==> config.mk <==
export PLATFORM = sky130hd
export DESIGN_NAME = uart_rx_typed_dechunker_flat
export DESIGN_NICKNAME = d
export VERILOG_FILES = /design/src/rtl/uart_rx_typed_dechunker_pkg.sv /design/src/rtl/uart_rx_typed_dechunker_if.sv /design/src/rtl/uart_rx_escape_decoder.sv /design/src/rtl/uart_rx_typed_dechunker.sv /design/src/flat_wrapper.sv
export SDC_FILE = /design/constraint.sdc
export NUM_CORES = 1
export LEC_CHECK = 0
export CORE_ASPECT_RATIO = 0.7
export CORE_UTILIZATION = 55
export DETAILED_ROUTE_END_ITERATION = 16
export GPL_ROUTABILITY_DRIVEN = 0
export PLACE_DENSITY = 0.85
export SETUP_SLACK_MARGIN = 0.15
export SLEW_MARGIN = 20
export SYNTH_ARGS = -nofsm -noshare
export SYNTH_HDL_FRONTEND = slang
export SYNTH_HIERARCHICAL = 1
export SYNTH_SLANG_ARGS = --single-unit
==> constraint.sdc <==
create_clock -name CLK -period 5.7 [get_ports CLK]
set_input_delay 1.14 -clock CLK [delete_from_list [all_inputs] [get_ports CLK]]
set_output_delay 1.14 -clock CLK [all_outputs]
set_load 0.005 [all_outputs]
==> src/rtl/uart_rx_typed_dechunker_pkg.sv <==
// Shared constants and types for the typed UART chunk framing.
// The tx chunker uses the same escape and end bytes.
package uart_rx_typed_dechunker_pkg;

  localparam logic [7:0] ESC_BYTE = 8'h00;
  localparam logic [7:0] EOC_BYTE = 8'h01;

  typedef enum logic [2:0] {
    ST_HUNT     = 3'd0,
    ST_TYPE_ESC = 3'd1,
    ST_PAYLOAD  = 3'd2,
    ST_DATA_ESC = 3'd3,
    ST_HOLD     = 3'd4
  } state_e;

  typedef enum logic [1:0] {
    ERR_NONE     = 2'd0,
    ERR_OVERFLOW = 2'd1,
    ERR_RESYNC   = 2'd2,
    ERR_OVERRUN  = 2'd3
  } err_code_e;

  // Meaning of one accepted byte once escape context is resolved.
  typedef enum logic [2:0] {
    BC_NONE    = 3'd0,
    BC_ESC     = 3'd1,
    BC_LITERAL = 3'd2,
    BC_TYPE    = 3'd3,
    BC_END     = 3'd4,
    BC_RESYNC  = 3'd5
  } byte_class_e;

endpackage

==> src/rtl/uart_rx_typed_dechunker_if.sv <==
// Byte-in / chunk-out bundle of the dechunker.
// The slave side is the dechunker; the master side feeds bytes and takes chunks.
interface uart_rx_typed_dechunker_if #(
  parameter int BUFFER_BYTE_SIZE  = 3,
  parameter int BUFFER_INDEX_SIZE = 32
);
  logic                            is_rx_done;
  logic [7:0]                      rx_data;
  logic                            chunk_ack;
  logic                            is_chunk_ready;
  logic [7:0]                      chunk_type;
  logic [BUFFER_INDEX_SIZE-1:0]    chunk_byte_size;
  logic [BUFFER_BYTE_SIZE*8-1:0]   chunk_bytes;
  logic                            is_chunk_error;
  logic [1:0]                      error_code;

  modport master (
    output is_rx_done, rx_data, chunk_ack,
    input  is_chunk_ready, chunk_type, chunk_byte_size, chunk_bytes,
           is_chunk_error, error_code
  );

  modport slave (
    input  is_rx_done, rx_data, chunk_ack,
    output is_chunk_ready, chunk_type, chunk_byte_size, chunk_bytes,
           is_chunk_error, error_code
  );
endinterface

==> src/rtl/uart_rx_escape_decoder.sv <==
// Resolves the 0x00 escape prefix and classifies each accepted byte.
// in_chunk_i selects payload meaning (literal/end/resync) versus type meaning.
module uart_rx_escape_decoder
  import uart_rx_typed_dechunker_pkg::*;
(
  input  logic        clk,
  input  logic        rst,
  input  logic        valid_i,
  input  logic        in_chunk_i,
  input  logic [7:0]  byte_i,
  output byte_class_e class_o
);

  logic pending_q, pending_d;

  // NOTE: every always_comb output gets a default first so no path infers a latch.
  always_comb begin
    class_o   = BC_NONE;
    pending_d = pending_q;
    if (valid_i) begin
      if (!pending_q) begin
        if (byte_i == ESC_BYTE) begin
          class_o   = BC_ESC;
          pending_d = 1'b1;
        end else begin
          class_o = BC_LITERAL;
        end
      end else if (in_chunk_i) begin
        pending_d = 1'b0;
        if (byte_i == ESC_BYTE)      class_o = BC_LITERAL;
        else if (byte_i == EOC_BYTE) class_o = BC_END;
        else                         class_o = BC_RESYNC;
      end else if (byte_i == ESC_BYTE) begin
        // Repeated 0x00 before a type byte keeps the escape open.
        class_o = BC_ESC;
      end else begin
        class_o   = BC_TYPE;
        pending_d = 1'b0;
      end
    end
  end

  // NOTE: sequential state uses non-blocking assignments only.
  always_ff @(posedge clk or posedge rst) begin
    if (rst) pending_q <= 1'b0;
    else     pending_q <= pending_d;
  end

endmodule

==> src/rtl/uart_rx_typed_dechunker.sv <==
// Reassembles escaped, typed chunks from a UART byte stream and holds each
// complete chunk on registered outputs until the consumer acknowledges it.
module uart_rx_typed_dechunker
  import uart_rx_typed_dechunker_pkg::*;
#(
  parameter int BUFFER_BYTE_SIZE  = 3,
  parameter int BUFFER_INDEX_SIZE = 32
) (
  input  logic                    CLK,
  input  logic                    RST,
  uart_rx_typed_dechunker_if.slave bus
);

  localparam logic [BUFFER_INDEX_SIZE-1:0] CAPACITY = BUFFER_INDEX_SIZE'(BUFFER_BYTE_SIZE);

  state_e                         state_q, state_d;
  logic                           ready_q, ready_d;
  logic                           err_q, err_d;
  err_code_e                      code_q, code_d;
  logic [7:0]                     type_q, type_d;
  logic [BUFFER_INDEX_SIZE-1:0]   size_q, size_d;
  logic [BUFFER_BYTE_SIZE*8-1:0]  bytes_q, bytes_d;
  logic [BUFFER_INDEX_SIZE-1:0]   count_q, count_d;

  logic        accept;
  logic        in_chunk;
  byte_class_e byte_class;

  // A held chunk blocks new bytes unless the ack arrives in the same cycle.
  assign accept   = bus.is_rx_done && (state_q != ST_HOLD || bus.chunk_ack);
  assign in_chunk = (state_q == ST_PAYLOAD) || (state_q == ST_DATA_ESC);

  uart_rx_escape_decoder u_escape_decoder (
    .clk        (CLK),
    .rst        (RST),
    .valid_i    (accept),
    .in_chunk_i (in_chunk),
    .byte_i     (bus.rx_data),
    .class_o    (byte_class)
  );

  always_comb begin
    state_d = state_q;
    ready_d = ready_q;
    err_d   = 1'b0;
    code_d  = code_q;
    type_d  = type_q;
    size_d  = size_q;
    bytes_d = bytes_q;
    count_d = count_q;

    unique case (state_q)
      ST_HUNT: begin
        if (byte_class == BC_ESC) state_d = ST_TYPE_ESC;
      end

      ST_TYPE_ESC: begin
        if (byte_class == BC_TYPE) begin
          type_d  = bus.rx_data;
          count_d = '0;
          state_d = ST_PAYLOAD;
        end
      end

      ST_PAYLOAD, ST_DATA_ESC: begin
        case (byte_class)
          BC_ESC: state_d = ST_DATA_ESC;
          BC_LITERAL: begin
            if (count_q >= CAPACITY) begin
              err_d   = 1'b1;
              code_d  = ERR_OVERFLOW;
              count_d = '0;
              state_d = ST_HUNT;
            end else begin
              for (int i = 0; i < BUFFER_BYTE_SIZE; i++) begin
                if (count_q == BUFFER_INDEX_SIZE'(i)) bytes_d[i*8 +: 8] = bus.rx_data;
              end
              count_d = count_q + BUFFER_INDEX_SIZE'(1);
              state_d = ST_PAYLOAD;
            end
          end
          BC_END: begin
            size_d  = count_q;
            ready_d = 1'b1;
            state_d = ST_HOLD;
          end
          BC_RESYNC: begin
            // The offending byte starts a fresh chunk as its type.
            err_d   = 1'b1;
            code_d  = ERR_RESYNC;
            type_d  = bus.rx_data;
            count_d = '0;
            state_d = ST_PAYLOAD;
          end
          default: ;
        endcase
      end

      ST_HOLD: begin
        if (bus.chunk_ack) begin
          ready_d = 1'b0;
          state_d = (byte_class == BC_ESC) ? ST_TYPE_ESC : ST_HUNT;
        end else if (bus.is_rx_done) begin
          err_d  = 1'b1;
          code_d = ERR_OVERRUN;
        end
      end

      default: state_d = ST_HUNT;
    endcase
  end

  always_ff @(posedge CLK or posedge RST) begin
    if (RST) begin
      state_q <= ST_HUNT;
      ready_q <= 1'b0;
      err_q   <= 1'b0;
      code_q  <= ERR_NONE;
      type_q  <= '0;
      size_q  <= '0;
      // NOTE: the payload buffer drives chunk_bytes directly, so it is reset like any output register.
      bytes_q <= '0;
      count_q <= '0;
    end else begin
      state_q <= state_d;
      ready_q <= ready_d;
      err_q   <= err_d;
      code_q  <= code_d;
      type_q  <= type_d;
      size_q  <= size_d;
      bytes_q <= bytes_d;
      count_q <= count_d;
    end
  end

  assign bus.is_chunk_ready  = ready_q;
  assign bus.is_chunk_error  = err_q;
  assign bus.error_code      = code_q;
  assign bus.chunk_type      = type_q;
  assign bus.chunk_byte_size = size_q;
  assign bus.chunk_bytes     = bytes_q;

endmodule

==> src/flat_wrapper.sv <==
// flat-port wrapper written by rule: the top's interface ports become plain ports
module uart_rx_typed_dechunker_flat import uart_rx_typed_dechunker_pkg::*;
#(
  parameter int BUFFER_BYTE_SIZE  = 3,
  parameter int BUFFER_INDEX_SIZE = 32
)
  (CLK, RST, bus_is_rx_done, bus_rx_data, bus_chunk_ack, bus_is_chunk_ready, bus_chunk_type, bus_chunk_byte_size, bus_chunk_bytes, bus_is_chunk_error, bus_error_code);
  uart_rx_typed_dechunker_if #(.BUFFER_BYTE_SIZE(BUFFER_BYTE_SIZE), .BUFFER_INDEX_SIZE(BUFFER_INDEX_SIZE)) bus_i ();
  input  logic CLK;
  input  logic RST;
  input wire logic [$bits(bus_i.is_rx_done)-1:0] bus_is_rx_done;
  input wire logic [$bits(bus_i.rx_data)-1:0] bus_rx_data;
  input wire logic [$bits(bus_i.chunk_ack)-1:0] bus_chunk_ack;
  output wire logic [$bits(bus_i.is_chunk_ready)-1:0] bus_is_chunk_ready;
  output wire logic [$bits(bus_i.chunk_type)-1:0] bus_chunk_type;
  output wire logic [$bits(bus_i.chunk_byte_size)-1:0] bus_chunk_byte_size;
  output wire logic [$bits(bus_i.chunk_bytes)-1:0] bus_chunk_bytes;
  output wire logic [$bits(bus_i.is_chunk_error)-1:0] bus_is_chunk_error;
  output wire logic [$bits(bus_i.error_code)-1:0] bus_error_code;
  assign bus_i.is_rx_done = bus_is_rx_done;
  assign bus_i.rx_data = bus_rx_data;
  assign bus_i.chunk_ack = bus_chunk_ack;
  assign bus_is_chunk_ready = bus_i.is_chunk_ready;
  assign bus_chunk_type = bus_i.chunk_type;
  assign bus_chunk_byte_size = bus_i.chunk_byte_size;
  assign bus_chunk_bytes = bus_i.chunk_bytes;
  assign bus_is_chunk_error = bus_i.is_chunk_error;
  assign bus_error_code = bus_i.error_code;
  uart_rx_typed_dechunker #(.BUFFER_BYTE_SIZE(BUFFER_BYTE_SIZE), .BUFFER_INDEX_SIZE(BUFFER_INDEX_SIZE)) u_core (.CLK(CLK), .RST(RST), .bus(bus_i));
endmodule
==> flow_summary.json <==
{
  "outcome": "finished with violations",
  "violations": "design-rule violations",
  "die_w_um": 111.3,
  "wire_per_inst_um": 18.82,
  "grt_pass1_vias": 3356,
  "synth_top_area_cell": "dfrtp_1",
  "synthFlopType": "dfrtp_1",
  "post-cts-setup-buffer-count": 0,
  "grt-busiest-layer": "met2",
  "max_slew_margin_pct": 36.68,
  "path_class": "in -> reg",
  "cts_sinks": 104,
  "power_density_mw_per_mm2": 349.3,
  "path_max_fanout": 9,
  "hold_violations": 0,
  "r2r-start": "u_core/state_q[2]$_DFFE_PP0P_",
  "min_to": "u_core/bus.chunk_bytes[13]$_DFFE_PP0P_",
  "num_antenna_cells": 0,
  "num_vias": 3307,
  "fin_crit_sh_pct": 78.24,
  "reg2reg_to": "u_core/bus.chunk_bytes[17]$_DFFE_PP0P_",
  "synth_most_common_cell": "dfrtp_1",
  "async_flop_share_pct": 100.0,
  "grt_antenna_before_repair": 0,
  "syn_to_final_growth_pct": 26.18,
  "fmax_ghz": 0.2242,
  "finalSetupTns_ns": 0,
  "reg2reg_depth": 12,
  "start_util_pct": 57.67,
  "ios": 80,
  "routed_wl_mm": 10.52,
  "avgSynthCellArea_um2": 12.43,
  "yosys-top-cells-count": "dfrtp_1, mux2_2, nor2_1",
  "ys_seq_area_share_pct": 56.60,
  "synthCells": 370,
  "final_layout_size_suffix_gt1_share_pct": 21.83,
  "grt_pass1_wl_mm": 17.36,
  "synth_edf_count": 0,
  "core-area_mm2": 0.007973,
  "fin_nets": 472,
  "peakVddDrop_uv": 311.9,
  "cts_buffers": 9,
  "fin_crit_ns": 4.460,
  "drt-vias-per-instance": 5.916,
  "route.detailed.drc": 8,
  "io_buffer_count": 79,
  "clockBufferDepth": 2,
  "cp.arrival_ns": 4.69,
  "grt.overflow.total": 0,
  "grt_max_degree": 78,
  "grtUsageTotal_pct": 26.02,
  "tritoncts": "built",
  "cts_root_buf": "clkbuf_16",
  "rows": 27,
  "min_path_cells": 1,
  "dp_hpwl_mm": 7.217,
  "ys_types": 54,
  "placed_cells": 544,
  "cts_resized": 0,
  "hp-class": "reg -> reg",
  "syn-cell-area_mm2": 0.004598,
  "synth_area_leaders": "dfrtp_1, mux2_2, nor2_1",
  "ys_seq_elements": 104,
  "clkLatencyLatePin_ns": 0.35,
  "required_ns": 5.93,
  "hold_start": "u_core/bus.chunk_bytes[13]$_DFFE_PP0P_",
  "antenna_left": 0,
  "htree_levels": 3,
  "end_kind": "register",
  "power_mw": 2.027,
  "yosysWarnings": 6,
  "fp.dieH_um": 78.50,
  "syn_nets": 388,
  "yosysTopAreaCellShare_pct": 56.60,
  "clk_pin_slew_worst_paths_ns": 0.06,
  "r2r_slack_ns": 1.86,
  "met2_usage_pct": 38.63,
  "met1_usage_pct": 37.10,
  "setup_viol": 0,
  "critPathLaunchType": "primary input",
  "skew_ns": 0.008543,
  "drt-initial-drc-count": 206,
  "ctsHoldBuffers": 0,
  "worst_pin_slew_ns": 0.9464,
  "rsz0062_at_grt": "false",
  "die_area_mm2": 0.008736,
  "use_met3_pct": 7.259,
  "report.final.slew_viol_count": 0,
  "drtPass1Iterations": 12,
  "maxCapViolations": 0,
  "fillerInstances": 564,
  "leakage_nw": 2.627,
  "stdcell_count": 559
}
## registers in the layout, summed over array words and instances (netlist names)
register and flops:
u_core/bus.chunk_byte_size 32, u_core/bus.chunk_bytes 24, u_core/bus.chunk_type 8, u_core/bus.error_code 2, u_core/bus.is_chunk_error 1, u_core/bus.is_chunk_ready 1, u_core/count_q 32, u_core/state_q 3
u_core/u_escape_decoder/pending_q 1
## critical path, cell delays in order
cell and delay (ns):
clkdlybuf4s50_1 0.52, nor4_4 0.39, nand2_2 0.13, inv_2 0.09, ha_1 0.12, o21ai_0 0.08, a21oi_1 0.44, nand2b_1 0.22
or3_1 0.41, a21oi_2 0.41, nand3_2 0.33, mux2_1 0.40
## kinds of logic after synthesis
logic type	synth area share, %
mux	16.60
flops	56.60
compound gates	9.007
buf+inv	2.530
simple gates	12.30
fa+ha+maj	1.633
xor+xnor	1.333
## cell type report
type / instances / area (µm²) / share of cell area (%)
repair buffers: 84 / 828.3 / 14.28
flip-flops and latches: 104 / 2603 / 44.86
clock buffers: 12 / 246.5 / 4.248
multi-input cells: 237 / 1886 / 32.50
clock inverters: 3 / 42.54 / 0.7332
well taps: 101 / 126.4 / 2.178
inverters: 18 / 70.07 / 1.208
## worst max path at each step
| stage | startpoint | endpoint | slack, ns | cells past startpoint |
|---|---|---|---|---|
| after floorplan | RST | u_core/bus.chunk_byte_size[0]$_DFFE_PP0P_ | 1.86 | 1 |
| after global placement | bus_rx_data[3] | u_core/bus.chunk_type[3]$_DFFE_PP0P_ | 1.16 | 11 |
| after detailed placement | bus_rx_data[3] | u_core/bus.chunk_bytes[17]$_DFFE_PP0P_ | 0.94 | 12 |
| after CTS | bus_rx_data[3] | u_core/bus.chunk_bytes[17]$_DFFE_PP0P_ | 1.27 | 12 |
| after global routing | bus_rx_data[3] | u_core/bus.chunk_bytes[17]$_DFFE_PP0P_ | 0.94 | 12 |
| final | bus_rx_data[3] | u_core/bus.chunk_bytes[17]$_DFFE_PP0P_ | 1.24 | 12 |
## per-layer routing
metal	part of all wire [%]	wire (µm)
met5	0	0
met3	5.8	613
met1	47	4929
met2	46	4847
met4	1.3	133
## placed cells by master (no fill, tap or decap), types with 6 or more instances in the layout
master | netlist | layout
inv_1 | 17 | 16
ha_1 | 6 | 6
o21a_1 | 6 | 6
mux2_2 | 65 | 65
nor2_1 | 30 | 30
clkbuf_16 | 0 | 9
nand2_1 | 11 | 11
nor3_1 | 9 | 9
dfrtp_1 | 104 | 104
nor4_1 | 8 | 8
clkdlybuf4s50_1 | 0 | 79
a31oi_1 | 6 | 6
a21oi_1 | 12 | 12
nand3_1 | 6 | 6
## where the power goes
group          switching (mW)  internal, mW  leakage (nW)  total, mW
logic                   0.227         0.284          1.09      0.511
clock network           0.253         0.349         0.139      0.602
registers              0.0749         0.839          1.40      0.914
## through the flow
| step | instance area, µm² | utilization, % | hold WS, ns | setup slack, ns |
|---|---|---|---|---|
| finish | 5802 | 72.77 | 0.5030 | 1.240 |
| global route | 5802 | 72.77 | 0.5201 | 0.9372 |
| CTS | 5802 | 72.77 | 0.5069 | 1.270 |
| detailed placement | 5513 | 69.15 | 0.4933 | 0.9378 |
| global placement | 5513 | 69.15 | 0.4883 | 1.162 |
| floorplan | 4598 | - | 0.4805 | 1.856 |
(Power assumes the default switching activity.)
